### src/rtl/srp16_mem_pkg.sv
// Shared definitions for the memory access sequencer: state encoding,
// byte-lane width and the default wait-state timeout.
package srp16_mem_pkg;

  typedef enum logic [1:0] {
    ST_IDLE = 2'd0,
    ST_LO   = 2'd1,
    ST_HI   = 2'd2
  } state_t;

  localparam int BYTE_W          = 8;
  localparam int DEF_TIMEOUT_CYC = 255;

endpackage

### src/rtl/mem_wait_timer.sv
// Wait-state counter for one memory beat: synchronous clear, count enable,
// and a terminal-count flag when the count reaches TC_VAL.
module mem_wait_timer #(
  parameter logic [7:0] TC_VAL = 8'd254
) (
  input  logic clk,
  input  logic reset,
  input  logic clr,
  input  logic en,
  output logic tc
);

  logic [7:0] count;

  always_ff @(posedge clk or posedge reset) begin
    if (reset) begin
      count <= '0;
    end else if (clr) begin
      count <= '0;
    end else if (en) begin
      count <= count + 8'd1;
    end
  end

  assign tc = (count == TC_VAL);

endmodule

### src/rtl/mem_seq.sv
// Memory access sequencer: word/byte loads and stores over a byte-wide
// req/ack memory, little-endian, with a per-beat wait-state timeout.
module mem_seq
  import srp16_mem_pkg::*;
#(
  parameter int TIMEOUT_CYC = DEF_TIMEOUT_CYC,
  parameter int ADDR_W      = 16,
  parameter int DATA_W      = 16
) (
  input  logic              clk,
  input  logic              reset,
  input  logic [ADDR_W-1:0] abus_in,
  input  logic [DATA_W-1:0] dbus_in,
  input  logic              rd_req,
  input  logic              wr_req,
  input  logic              byte_mode,
  input  logic [BYTE_W-1:0] mem_rdata,
  input  logic              mem_ack,
  output logic              mem_req,
  output logic              mem_we,
  output logic [ADDR_W-1:0] mem_addr,
  output logic [BYTE_W-1:0] mem_wdata,
  output logic [DATA_W-1:0] rdata,
  output logic              busy,
  output logic              done,
  output logic              err
);

  localparam logic [7:0] TC_VAL = 8'(TIMEOUT_CYC - 1);

  state_t            state;
  logic [ADDR_W-1:0] addr_q;
  logic [DATA_W-1:0] data_q;
  logic              byte_q;
  logic              we_q;
  logic              beat_clr;
  logic              beat_en;
  logic              timeout;

  // The counter restarts whenever a beat begins or completes, and counts
  // only the cycles of an active beat that pass without an acknowledge.
  assign beat_clr = (state == ST_IDLE) || mem_ack;
  assign beat_en  = (state != ST_IDLE) && !mem_ack;

  mem_wait_timer #(
    .TC_VAL(TC_VAL)
  ) u_wait_timer (
    .clk  (clk),
    .reset(reset),
    .clr  (beat_clr),
    .en   (beat_en),
    .tc   (timeout)
  );

  always_ff @(posedge clk or posedge reset) begin
    if (reset) begin
      state     <= ST_IDLE;
      addr_q    <= '0;
      data_q    <= '0;
      byte_q    <= 1'b0;
      we_q      <= 1'b0;
      mem_req   <= 1'b0;
      mem_we    <= 1'b0;
      mem_addr  <= '0;
      mem_wdata <= '0;
      rdata     <= '0;
      busy      <= 1'b0;
      done      <= 1'b0;
      err       <= 1'b0;
    end else begin
      done <= 1'b0;
      err  <= 1'b0;
      case (state)
        ST_IDLE: begin
          // Store wins when both requests arrive together.
          if (wr_req || rd_req) begin
            addr_q    <= abus_in;
            data_q    <= dbus_in;
            byte_q    <= byte_mode;
            we_q      <= wr_req;
            mem_req   <= 1'b1;
            mem_we    <= wr_req;
            mem_addr  <= abus_in;
            mem_wdata <= dbus_in[BYTE_W-1:0];
            busy      <= 1'b1;
            state     <= ST_LO;
          end
        end
        ST_LO: begin
          if (mem_ack) begin
            if (!we_q) begin
              rdata[BYTE_W-1:0] <= mem_rdata;
            end
            if (byte_q) begin
              if (!we_q) begin
                rdata[DATA_W-1:BYTE_W] <= '0;
              end
              mem_req <= 1'b0;
              mem_we  <= 1'b0;
              busy    <= 1'b0;
              done    <= 1'b1;
              state   <= ST_IDLE;
            end else begin
              mem_addr  <= addr_q + ADDR_W'(1);
              mem_wdata <= data_q[DATA_W-1:BYTE_W];
              state     <= ST_HI;
            end
          end else if (timeout) begin
            mem_req <= 1'b0;
            mem_we  <= 1'b0;
            busy    <= 1'b0;
            err     <= 1'b1;
            state   <= ST_IDLE;
          end
        end
        ST_HI: begin
          if (mem_ack) begin
            if (!we_q) begin
              rdata[DATA_W-1:BYTE_W] <= mem_rdata;
            end
            mem_req <= 1'b0;
            mem_we  <= 1'b0;
            busy    <= 1'b0;
            done    <= 1'b1;
            state   <= ST_IDLE;
          end else if (timeout) begin
            mem_req <= 1'b0;
            mem_we  <= 1'b0;
            busy    <= 1'b0;
            err     <= 1'b1;
            state   <= ST_IDLE;
          end
        end
        default: begin
          mem_req <= 1'b0;
          mem_we  <= 1'b0;
          busy    <= 1'b0;
          state   <= ST_IDLE;
        end
      endcase
    end
  end

endmodule

### config.mk
export PLATFORM = sky130hd
export DESIGN_NAME = mem_seq
export DESIGN_NICKNAME = d
export VERILOG_FILES = /design/src/rtl/srp16_mem_pkg.sv /design/src/rtl/mem_wait_timer.sv /design/src/rtl/mem_seq.sv
export SDC_FILE = /design/constraint.sdc
export NUM_CORES = 1
export LEC_CHECK = 0
export BUFFER_PORTS_ARGS = -buffer_cell sky130_fd_sc_hd__buf_2
export CORE_MARGIN = 1.5
export CORE_UTILIZATION = 48
export CTS_CLUSTER_DIAMETER = 100
export CTS_CLUSTER_SIZE = 14
export DETAILED_ROUTE_END_ITERATION = 8
export PLACE_DENSITY = 0.84
export SYNTH_ARGS = -nofsm -noshare
export SYNTH_HDL_FRONTEND = slang
export SYNTH_HIERARCHICAL = 1
export SYNTH_SLANG_ARGS = --single-unit
### constraint.sdc
create_clock -name clk -period 2.4 [get_ports clk]
set_clock_uncertainty 0.1 [all_clocks]
set_input_delay 0.48 -clock clk [delete_from_list [all_inputs] [get_ports clk]]
set_output_delay 0.48 -clock clk [all_outputs]
set_load 0.03 [all_outputs]
==> results of run 1 <==
-- power by group through the flow --
stage / Sequential, µW / Combinational [µW] / Clock (µW)
global placement: 2420 / 3480 / 0
CTS: 2450 / 3620 / 1090
global route: 2530 / 3900 / 1140
detailed placement: 2470 / 3600 / 0
floorplan: 3100 / 2040 / 0
finish: 2450 / 3590 / 1060
-- routing by layer --
layer,GRT usage,routed length (µm),vias up
met4,0.07071,97,0
met5,0,0,-
met2,0.3406,4189,87
li1,-,-,1415
met3,0.04516,393,13
met1,0.2451,3537,1412
-- stage by stage --
step	power [µW]	hold WS, ns	utilization	cell area (µm²)	cells
5_1_grt	7568	0.2488	0.6020	4676	553
3_5_place_dp	6073	0.3640	0.5736	4456	537
6_report	7099	0.2629	0.6020	4676	553
4_1_cts	7155	0.2454	0.6020	4676	553
2_1_floorplan	5142	0.1957	-	3879	351
3_3_place_gp	5898	0.3588	0.5736	4456	537
-- final timing paths --
kind	start	endpoint
worst max-delay path	state[0]	mem_addr[12]
worst min-delay path	dbus_in[10]	data_q[10]
min in group asynchronous	reset	u_wait_timer/count[6]
worst max register to register	state[0]	mem_addr[12]
max in group asynchronous	reset	mem_addr[0]
worst min register to register	mem_wdata[0]	mem_wdata[0]
-- placed cells by master, fill, tap and decap left out, types with 13 or more instances in the layout --
| cell | Yosys | layout |
|---|---|---|
| buf_2 | 8 | 90 |
| dfrtp_1 | 80 | 80 |
| nand2_1 | 41 | 41 |
| mux2_2 | 35 | 35 |
| o21ai_0 | 21 | 21 |
| inv_1 | 21 | 20 |
| mux2i_1 | 20 | 20 |
| nand3_1 | 13 | 13 |
| nor2_1 | 13 | 13 |
-- cell type report --
cell class                 count  area [µm²]  area share
timing repair buffer         102       555.5      0.1188
sequential                    80        2002      0.4282
clock inverter                 5       82.58     0.01766
multi-input combinational    233        1698      0.3631
tap                          102       127.6     0.02729
clock buffer                  10       127.6     0.02729
inverter                      21       82.58     0.01766
-- cell families after synthesis --
family | after synthesis
flops | 80
fa+ha+maj | 9
simple gates | 103
compound gates | 53
xor+xnor | 13
buf+inv | 38
mux | 55
-- registers in the layout, indices dropped and copies added, names as in the netlist --
register            count
addr_q                 16
byte_q                  1
data_q                  8
done                    1
err                     1
mem_addr               16
mem_req                 1
mem_wdata               8
mem_we                  1
rdata                  16
state                   2
u_wait_timer/count      8
we_q                    1
-- repair_timing --
action / CTS / global route
hold endpoints to repair: 8 / 0
hold buffers: 1 / 0
endpoints found under the setup margin: 0 / 0
==> flow_summary_export.csv, run 1 <==
group,metric,value,unit
cts,cts_buffers,9,
pwr,p_int,3991,µW
cts,clk_pin_slew,0.08,ns
yosys,synth.top_cell.area_share,0.5166,
yosys,yosys-top-cells-area,"dfrtp_1 52%, mux2_2 10%, mux2i_1 5.2%, nand2_1 4.0%, ha_1 2.9%",
yosys,syn_area_per_cell,11.04,µm²
sta,max_freq,0.4582,GHz
yosys,syn_area,3875,µm²
floorplan,start_util,0.4989,
yosys,synth-simple-area-share,0.1376,
cts,htreeDepth,3,
yosys,synth_cell_types,46,
worst_setup_path,cp-start-kind,"register",
routing,viasPerCell,5.293,
worst_setup_path,rr_worst_depth,6,
yosys,yosys-top-cells-count,"80 x dfrtp_1, 41 x nand2_1, 35 x mux2_2, 21 x inv_1, 21 x o21ai_0",
worst_setup_path,slowest_delay,0.49,ns
run_status,status,"completed",
pwr,power_frac_clock,0.150,
cells_and_area,layout-drive-gt1-share,0.3570,
cells_and_area,final_net_count,502,
worst_setup_path,cp.depth,6,
placement,numPortBuffers,90,
hold_path,hold_path.class,"in2reg",
pwr,p_switching,3108,µW
cts,cts_tree,"yes",
placement,hpwlAfterDp,6043,µm
worst_setup_path,critPathTopFamily,"simple AND/OR/NAND/NOR gates",
sta,hold_violations,0,
cells_and_area,num_antenna_cells,0,
cts,post-cts-setup-buffer-count,0,
worst_setup_path,worstPathArrival,2.30,ns
cells_and_area,syn2layout_area_growth,20.67,%
sta,slew-limit-headroom,0.6492,
worst_setup_path,rrSetupSlack,0.22,ns
pwr,powerDensity,1518,nW/µm²
grt,grt_overflow,0,
cts,clkLatencyLatePin,0.34,ns
sta,worst_pin_slew,0.5262,ns
floorplan,rows,32,
cells_and_area,fill_cells,646,
worst_setup_path,worst-path-max-fanout,11,
sta,setup_viol,0,
routing,drc,0,
grt,grt_max_degree,44,
worst_setup_path,cp.required,2.52,ns
sta,setup_slack,0.2175,ns
yosys,synth_top_area_cell,"dfrtp_1",
cts,cts_sinks,80,
pwr,combPwrFrac,0.505,
sta,period_minus_slack,2.183,ns
yosys,synth_ff_type,"dfrtp_1",
grt,antenna_found_initial,0,
yosys,synth_edf_count,0,
placement,pre_cts_ws,0.2388,ns
run,maxCapViolCount,0,
floorplan,fp.dieH,92.85,µm
sta,rsz0062_at_grt,"false",
floorplan,ios,91,
routing,dr.pass1.iters,4,
yosys,synthMuxAreaShare,0.1534,
hold_path,min_delay_path_depth,2,
sta,tns,0,ns
cts,cts.repair.resized,0,
worst_setup_path,crit_buf_inv,1,
yosys,seq_area_frac_synth,0.5166,
yosys,synth_top_family_by_area,"multiplexers",
cts,cts_root_buf,"clkbuf_8",
routing,via_count,2927,
worst_setup_path,crit_type,"reg2reg",
worst_setup_path,end_kind,"register",
floorplan,fp.dieW,92.85,µm
grt,grt_first_pass_wirelength,13470,µm
pwr,p_seq_frac,0.345,
yosys,synth-seq-cells,80,
yosys,synth.most_common_cell,"dfrtp_1",
yosys,yosys_warnings,6,
yosys,synthArstFlopShare,1.000,
yosys,synthAdderAreaFrac,0.02906,
yosys,synth-compound-area-share,0.08783,
routing,antenna_left,0,
floorplan,dieArea,8621,µm²
yosys,netlist_instances,351,
placement,place_congestion,0.8245,
yosys,synth_nets,406,
cts,clk_path_buf_depth,2,
pwr,ir_drop,0.0007850,V
pwr,power_leakage,0.002166,µW
routing,drt-initial-drc-count,102,
worst_setup_path,slowest_stage,"or3b_1",
sta,slew_violations,0,
grt,first_global_vias,2997,
routing,wl_per_cell,14.86,µm
floorplan,core,7767,µm²
pwr,p_sw_frac,0.4378,
worst_setup_path,path_cells,"inv_1, ha_1, or3b_1, o221a_2, nand2_1, o211ai_1",
sta,fin_crit_sh,0.9094,
yosys,synth-xor-area-share,0.02938,
grt,grt_util_all_layers,0.1989,
routing,drt_wl_total,8217,µm
No activity file was read; power rests on OpenSTA's default activity.
==> run 2, diff against run 1 <==
--- a/config.mk
+++ b/config.mk
@@ -11,8 +11,7 @@
 export CTS_CLUSTER_DIAMETER = 100
 export CTS_CLUSTER_SIZE = 14
 export DETAILED_ROUTE_END_ITERATION = 8
-export PLACE_DENSITY = 0.84
+export PLACE_DENSITY = 0.85
 export SYNTH_ARGS = -nofsm -noshare
 export SYNTH_HDL_FRONTEND = slang
-export SYNTH_HIERARCHICAL = 1
 export SYNTH_SLANG_ARGS = --single-unit
==> flow_summary_export.csv, run 2 <==
group,metric,value,unit
yosys,yosys_warnings,0,
yosys,synth_cell_types,40,
cts,post-cts-setup-buffer-count,0,
cells_and_area,num_antenna_cells,0,
sta,max_freq,0.4852,GHz
cells_and_area,final_cell_area,4458,µm²
cts,cts_tree,"yes",
sta,slew-limit-headroom,0.6401,
floorplan,start_util,0.5015,
cells_and_area,ff_latch_area,2002,µm²
worst_setup_path,worst-path-max-fanout,16,
yosys,synth_edf_count,0,
cts,cts.repair.resized,0,
run,maxCapViolCount,0,
routing,via_count,2744,
worst_setup_path,path_cells,"inv_1, ha_1, mux2i_1, nor3b_4, nand3_1, o21ai_0",
worst_setup_path,crit_type,"reg2reg",
grt,grt_first_pass_wirelength,13120,µm
sta,fin_crit_sh,0.8588,
pwr,powerDensity,1449,nW/µm²
floorplan,rows,31,
cells_and_area,layout.cells.non_filler,524,
cts,clkLatencyLatePin,0.34,ns
hold_path,hold_path.class,"in2async",
yosys,yosys-top-cells-area,"dfrtp_1 54%, mux2_2 10%, nand2_1 4.2%, xor2_1 3.6%, mux2i_1 3.5%",
cells_and_area,layout-drive-gt1-share,0.3624,
yosys,netlist_instances,328,
sta,slew_violations,0,
floorplan,fp.dieH,90.75,µm
yosys,synth_nets,381,
cts,htreeDepth,3,
grt,antenna_found_initial,0,
yosys,synth.most_common_cell,"dfrtp_1",
grt,grt_util_all_layers,0.2009,
worst_setup_path,rr_worst_depth,6,
yosys,seq_area_frac_synth,0.5416,
floorplan,ios,91,
yosys,synthArstFlopShare,1.000,
placement,dp.cells,508,
worst_setup_path,end_kind,"register",
floorplan,core,7370,µm²
worst_setup_path,cp.required,2.56,ns
sta,worst_pin_slew,0.5392,ns
worst_setup_path,cp.depth,6,
cts,cts_sinks,80,
grt,grt_max_degree,48,
cells_and_area,mostFrequentLayoutCells,"90 x buf_2, 80 x dfrtp_1, 41 x nand2_1",
pwr,ir_drop,0.0006463,V
cts,clk_path_buf_depth,2,
routing,drt-initial-drc-count,132,
placement,hpwlAfterDp,5676,µm
routing,dr.pass1.iters,4,
yosys,syn_area,3696,µm²
cts,cts_hold_repair.buffers,0,
worst_setup_path,r2r_end,"rdata[12]",
cells_and_area,final_net_count,473,
cts,cts_root_buf,"clkbuf_8",
worst_setup_path,worstPathArrival,2.22,ns
grt,first_global_vias,2774,
cells_and_area,fill_cells,605,
routing,viasPerCell,5.237,
placement,placed_area,4260,µm²
sta,hold_violations,0,
routing,antenna_left,0,
yosys,synth_top_area_cell,"dfrtp_1",
pwr,power_leakage,0.002145,µW
yosys,syn_area_per_cell,11.27,µm²
sta,tns,0,ns
cells_and_area,multi_input_area,1541,µm²
floorplan,dieArea,8236,µm²
cts,cts_buffers,9,
placement,numPortBuffers,90,
cells_and_area,syn2layout_area_growth,20.62,%
worst_setup_path,rrSetupSlack,0.34,ns
worst_setup_path,critPathTopFamily,"simple AND/OR/NAND/NOR gates",
sta,period_minus_slack,2.061,ns
worst_setup_path,timing.rr.start,"state[0]",
worst_setup_path,slowest_stage,"nor3b_4",
cells_and_area,largestRegisters,"addr_q (16), mem_addr (16), rdata (16)",
worst_setup_path,crit_buf_inv,1,
yosys,synth_ff_type,"dfrtp_1",
sta,rsz0062_at_grt,"false",
cts,clk_pin_slew,0.08,ns
yosys,yosys-top-cells-count,"80 x dfrtp_1, 41 x nand2_1, 33 x mux2_2, 21 x nor2_1, 17 x nand3_1",
grt,grt_overflow,0,
routing,wl_per_cell,14.85,µm
worst_setup_path,cp-start-kind,"register",
cells_and_area,layout_commonest_cell,"buf_2",
routing,drc,0,
worst_setup_path,crit_path_start,"state[0]",
placement,place_congestion,0.8118,
run_status,status,"completed",
floorplan,fp.dieW,90.75,µm
worst_setup_path,slowest_delay,0.50,ns
yosys,synth.top_cell.area_share,0.5416,
routing,drt_wl_total,7781,µm
yosys,synth-seq-cells,80,
worst_setup_path,crit_path_end,"rdata[12]",
sta,setup_viol,0,
run 2: worst min path at each step:
stage                     slack [ns]      endpoint  depth (start not counted)         start
final                          0.008  mem_wdata[3]                          2         reset
after global routing            0.01    data_q[14]                          2         reset
after CTS                     0.0004    data_q[10]                          2         reset
after detailed placement        0.37  mem_wdata[5]                          2  mem_wdata[5]
after global placement          0.36  mem_wdata[6]                          2  mem_wdata[6]
after floorplan                 0.38    data_q[10]                          1    data_q[10]
run 2: cells by family (layout without fill, tap and decap cells):
group / after synthesis / count (layout) / synth area share
buffers and inverters: 30 / 127 / 0.04130
xor gates and xnor gates: 20 / 20 / 0.04739
and+or+nand+nor: 98 / 98 / 0.1290
muxes: 46 / 46 / 0.1357
AOI/OAI and AO/OA: 47 / 47 / 0.08125
DFF: 80 / 80 / 0.5416
adders and majority gates: 7 / 7 / 0.02370
run 2: worst reg2reg max path, delay by kind of cell (launching register included):
kind | cells | cell delay, ns
adder cells (fa/ha/maj) | 1 | 0.40
multiplexers | 1 | 0.18
flip-flops | 1 | 0.43
AO/OA/AOI/OAI | 1 | 0.11
buffers and inverters | 1 | 0.10
AND/OR/NAND/NOR | 2 | 0.64
run 2: layout make-up:
type,count,share of cell area
Sequential cell,80,0.4491
Clock inverter,5,0.01263
Multi-Input combinational cell,218,0.3458
Tap cell,99,0.02779
Inverter,15,0.01347
Clock buffer,11,0.03171
Timing Repair Buffer,96,0.1196
run 2: report_power, final:
group | total (µW) | internal, µW | switching [µW]
logic | 3070 | 1180 | 1890
clock network | 986 | 508 | 479
registers | 2400 | 1970 | 433
total | 6460 | 3660 | 2800
run 2: routing by layer:
layer / vias to the layer above / global-route usage / share of wire
met2: 74 / 0.3321 / 0.50
met5: - / 0 / 0
li1: 1313 / - / -
met1: 1350 / 0.2578 / 0.45
met3: 7 / 0.04040 / 0.040
met4: 0 / 0.08069 / 0.015
run 2: metrics by stage:
stage | util | hold WS (ns) | total power [µW] | setup WS, ns
finish | 0.6049 | 0.008134 | 6458 | 0.3388
global route | 0.6049 | 0.01245 | 6892 | 0.1101
CTS | 0.6049 | 0.0003706 | 6508 | 0.3392
detailed placement | 0.5781 | 0.3694 | 5512 | 0.4032
global placement | 0.5781 | 0.3588 | 5380 | 0.5708
floorplan | - | 0.3792 | 4698 | 0.6726
